--- src/rtl/seq_divider_8bit.sv ---
// Unsigned restoring divider: 2*DATA_WIDTH-bit dividend / DATA_WIDTH-bit divisor, one dividend bit per clock.
// Latency: result 2*DATA_WIDTH edges after the accepting edge; no backpressure, inStart ignored while busy.
// Optional operand checking (divide-by-zero / quotient overflow) enabled by DIV_OVERFLOW_CHECK_EN.
module seq_divider_8bit #(
    parameter int DATA_WIDTH = 8
) (
    input  logic                      clk,
    input  logic                      rst,
    input  logic                      inStart,
    input  logic [2*DATA_WIDTH-1:0]   inData_A,
    input  logic [DATA_WIDTH-1:0]     inData_B,
    output logic [DATA_WIDTH-1:0]     outData_Q,
    output logic [DATA_WIDTH-1:0]     outData_R,
    output logic                      outBusy,
    output logic                      outValid
`ifdef DIV_OVERFLOW_CHECK_EN
    ,
    output logic                      outError
`endif
);

    localparam int CW = $clog2(2*DATA_WIDTH);
    localparam logic [CW-1:0] LAST = CW'(2*DATA_WIDTH-1);

    typedef enum logic [1:0] {IDLE, RUN, DONE} state_t;

    state_t                    state, next_state;
    logic [2*DATA_WIDTH-1:0]   dvd;
    logic [DATA_WIDTH-1:0]     div;
    logic [DATA_WIDTH-1:0]     rem;
    logic [CW-1:0]             cnt;

    logic [DATA_WIDTH:0]       shifted;
    logic [DATA_WIDTH-1:0]     diff;
    logic                      ge;
    logic [DATA_WIDTH-1:0]     rem_next;
    logic [2*DATA_WIDTH-1:0]   dvd_next;
    logic                      last_iter;
    logic                      op_err;

    // The dividend register doubles as the quotient: bits shift out the top
    // into the remainder while quotient bits shift in at the bottom.
    assign shifted  = {rem, dvd[2*DATA_WIDTH-1]};
    assign ge       = shifted >= {1'b0, div};
    // Whenever the difference is kept it fits DATA_WIDTH bits, so the low bits suffice.
    assign diff     = shifted[DATA_WIDTH-1:0] - div;
    assign rem_next = ge ? diff : shifted[DATA_WIDTH-1:0];
    assign dvd_next = {dvd[2*DATA_WIDTH-2:0], ge};
    assign last_iter = (state == RUN) && (cnt == LAST);

`ifdef DIV_OVERFLOW_CHECK_EN
    assign op_err = (inData_B == '0) || (inData_A[2*DATA_WIDTH-1:DATA_WIDTH] >= inData_B);
`else
    assign op_err = 1'b0;
`endif

    always_ff @(posedge clk or posedge rst) begin
        if (rst) state <= IDLE;
        else     state <= next_state;
    end

    always_comb begin
        next_state = state;
        case (state)
            IDLE, DONE: begin
                if (inStart) next_state = op_err ? DONE : RUN;
                else         next_state = IDLE;
            end
            RUN:     if (last_iter) next_state = DONE;
            default: next_state = IDLE;
        endcase
    end

    always_ff @(posedge clk or posedge rst) begin
        if (rst) begin
            dvd       <= '0;
            div       <= '0;
            rem       <= '0;
            cnt       <= '0;
            outData_Q <= '0;
            outData_R <= '0;
            outBusy   <= 1'b0;
            outValid  <= 1'b0;
`ifdef DIV_OVERFLOW_CHECK_EN
            outError  <= 1'b0;
`endif
        end else begin
            outValid <= 1'b0;
`ifdef DIV_OVERFLOW_CHECK_EN
            outError <= 1'b0;
`endif
            case (state)
                IDLE, DONE: begin
                    if (inStart) begin
                        if (op_err) begin
                            outData_Q <= '1;
                            outData_R <= '0;
                            outValid  <= 1'b1;
`ifdef DIV_OVERFLOW_CHECK_EN
                            outError  <= 1'b1;
`endif
                        end else begin
                            dvd     <= inData_A;
                            div     <= inData_B;
                            rem     <= '0;
                            cnt     <= '0;
                            outBusy <= 1'b1;
                        end
                    end
                end
                RUN: begin
                    rem <= rem_next;
                    dvd <= dvd_next;
                    cnt <= cnt + 1'b1;
                    if (last_iter) begin
                        outData_Q <= dvd_next[DATA_WIDTH-1:0];
                        outData_R <= rem_next;
                        outValid  <= 1'b1;
                        outBusy   <= 1'b0;
                    end
                end
                default: ;
            endcase
        end
    end

endmodule
--- config.mk ---
export PLATFORM = sky130hd
export DESIGN_NAME = seq_divider_8bit
export DESIGN_NICKNAME = d
export VERILOG_FILES = /design/src/rtl/seq_divider_8bit.sv
export SDC_FILE = /design/constraint.sdc
export NUM_CORES = 1
export LEC_CHECK = 0
export ABC_AREA = 1
export BUFFER_PORTS_ARGS = -buffer_cell sky130_fd_sc_hd__buf_2
export CAP_MARGIN = 30
export CORE_UTILIZATION = 45
export CTS_BUF_LIST = sky130_fd_sc_hd__clkbuf_2 sky130_fd_sc_hd__clkbuf_4 sky130_fd_sc_hd__clkbuf_8
export CTS_CLUSTER_DIAMETER = 80
export DETAILED_ROUTE_END_ITERATION = 8
export PLACE_DENSITY = 0.66
export SETUP_SLACK_MARGIN = 0.3
export SLEW_MARGIN = 25
export SYNTH_ARGS = -nofsm -noshare
export SYNTH_HDL_FRONTEND = slang
export SYNTH_SLANG_ARGS = --single-unit
--- constraint.sdc ---
create_clock -name clk -period 3.2 [get_ports clk]
set_clock_uncertainty 0.2 [all_clocks]
set_input_delay 0.48 -clock clk [delete_from_list [all_inputs] [get_ports clk]]
set_output_delay 0.48 -clock clk [all_outputs]
set_load 0.03 [all_outputs]
==> results.md <==
- Post-CTS sizing: 0
- Final std cells w/o fill: 465
- Synth top area share: 50.0%
- Area leader, netlist: dfrtp_1
- Share of layout cells above drive strength 1: 18.2%
- RD Place Congestion: 0.801
- Yosys warning count: 0
- Status: finished clean
- FF+latch count, synth: 56
- Fillers: 592
- Gr usage total: 19.1%
- Area added between synthesis and finish: 13.6%
- DRC viols: 0
- Synth Net Count: 382
- DR pass1 iterations: 6
- Vias in the first global route: 2034
- R2R setup slack: 1130 ps
- Setup TNS: 0 ps
- Critical path class: reg -> reg
- Final global-route overflow total: 0
- Syn Inst Count: 345
- Routed WL per cell: 12.2 um
- Initial DRC Count: 127
- Post-route ant nets: 0
- Core footprint: 5960 um2
- Power per cell area: 1200 nW/um2
- Clk root buf: clkbuf_8
- Synth Flop Type: dfrtp_1
- Via count: 2286
- Crit path max fanout: 10
- Dpl cells: 456
- Total leakage power: 1.71 nW
- Ant diodes: 0
- Sinks on Clock Net: 56
- RSZ-0062 raised after global routing: no
- Largest net degree at the start of global routing: 57
- HP Class: in -> async
- Hold Vio Cnt, Final: 0
- Top cells by area, synth: dfrtp_1, nand2_1, nand3_1
- Worst setup EP type: flop
- Sequential-to-total area share from yosys stat: 50.0%
- Synth unique cells: 29
- Most common cell in the netlist: nand2_1
- Slew Viols, Final: 0
- Fmax: 0.483 GHz
- CTS max path bufs: 2
- Worst VDD drop: 0.665 mV
- Number of port buffers: 44
- Post-Route WL: 5660 um
- First-pass GRT wire length: 9600 um
- Synth cell count leaders: nand2_1, dfrtp_1, nand3_1
- Slew headroom: 53.1%
- Initial antenna violation count: 0
- DIE AREA: 6540 um2
- Type of origin of the critical path: flop
- Least-Margin Pin Slew: 703 ps
- Cts hold-fix bufs: 0
- Clk slew on worst S/H paths: 110 ps
- Syn Area/Cell: 8.12 um2
- Clk Latency, worst-skew pair: 310 ps
- Post-CTS Setup Repair Bufs: 0
- FFs w/ async S/R, synth: 100%
- Vias/cell: 4.92
- Endpoints failing setup: 0
- DP HPWL: 3990 um
- EDFF count, synth: 0
- Initial Utilization: 47.0%
- Final #Nets: 426
- H-tree Lvls: 2
- Final Cycle Share: 64.7%
- Fin crit period: 2070 ps
- Count of maximum capacitance violations: 0
- Synthesized area: 2800 um2
- Die Width: 80.9 um
- Required @ worst endpoint: 3220 ps
- CTS Buf Count: 5
- Rows: 28
- CP arrival: 2090 ps
- CTS tree: done
- Die Height: 80.9 um
- Number of top-level pins: 45
## kinds of logic (layout without fill, tap and decap cells)
kind of cell               after synthesis  in the layout  synth area share, %
DFF                                     56             56                 50.0
adders and majority gates               10             10                 4.74
buffers and inverters                   42             87                 6.26
xor gates and xnor gates                 3              3                0.939
and+or+nand+nor                        216            216                 34.3
AOI/OAI and AO/OA                       18             18                 3.75
## per-layer routing
| layer | up-vias | part of all wire (%) | track usage, % |
|---|---|---|---|
| met4 | 0 | 1.1 | 5.71 |
| met5 | - | 0 | 0 |
| met3 | 7 | 4.9 | 3.48 |
| met2 | 53 | 45 | 28.2 |
| li1 | 1172 | - | - |
| met1 | 1054 | 49 | 28.4 |
## final cells by class
type                       instances  area [um2]  area share, %
timing repair buffer              46         243           7.63
inverter                          33         124           3.89
clock inverter                     3        27.5          0.865
multi-input combinational        247        1220           38.5
sequential                        56        1400           44.0
clock buffer                       5        68.8           2.16
tap                               75        93.8           2.95
## state kept, by name, indices dropped and copies added (netlist names)
| register | count |
|---|---|
| outBusy | 1 |
| outData_Q | 8 |
| outData_R | 8 |
| rem | 8 |
| state | 2 |
| dvd | 16 |
| div | 8 |
| cnt | 4 |
| outValid | 1 |
## final timing paths
kind,start,to,cells after the start
min reg2reg,outData_Q[2],outData_Q[2],2
max in group asynchronous,rst,cnt[1],3
max reg2reg,rem[5],outData_R[4],11
max,rem[5],outData_R[4],11
min in group clk,inData_B[0],div[0],3
min,rst,outData_Q[3],3
## placed cells by master (no fill, tap or decap), types with 5 or more instances in the layout
| cell type | netlist | final |
|---|---|---|
| buf_2 | 5 | 44 |
| nor2_1 | 12 | 12 |
| inv_2 | 6 | 7 |
| clkbuf_8 | 0 | 5 |
| nand3_1 | 33 | 33 |
| inv_1 | 27 | 26 |
| dfrtp_1 | 56 | 56 |
| ha_1 | 9 | 9 |
| nand2_1 | 152 | 152 |
| o21ai_0 | 9 | 9 |
| nand3b_1 | 7 | 7 |
## stage by stage
step / instance area, um2 / hold slack (ps) / util [%] / worst slack (ps) / power [W]
6_report: 3180 / 139 / 53.4 / 1130 / 0.00382
5_1_grt: 3180 / 149 / 53.4 / 914 / 0.00423
4_1_cts: 3170 / 144 / 53.2 / 1120 / 0.00385
3_5_place_dp: 3070 / 257 / 51.6 / 1140 / 0.00343
3_3_place_gp: 3070 / 259 / 51.6 / 1150 / 0.00340
2_1_floorplan: 2800 / 252 / - / 1150 / 0.00295
## power by group
part / switching, W / leakage, nW / internal [W]
registers: 0.000209 / 0.672 / 0.00106
logic: 0.00139 / 0.988 / 0.000745
clock network: 0.000247 / 0.0463 / 0.000161
total: 0.00185 / 1.71 / 0.00197
## worst max-delay path, cell delays in order, from the launching register on
cell	delay, ps
dfrtp_1	430
ha_1	360
nand2_1	90
nand2_1	60
nand2_1	60
nand2_1	90
nor2_4	300
nand2_8	110
nand2_2	60
nand2_1	70
nand2_1	80
nand2_1	40
(Power assumes the default switching activity.)
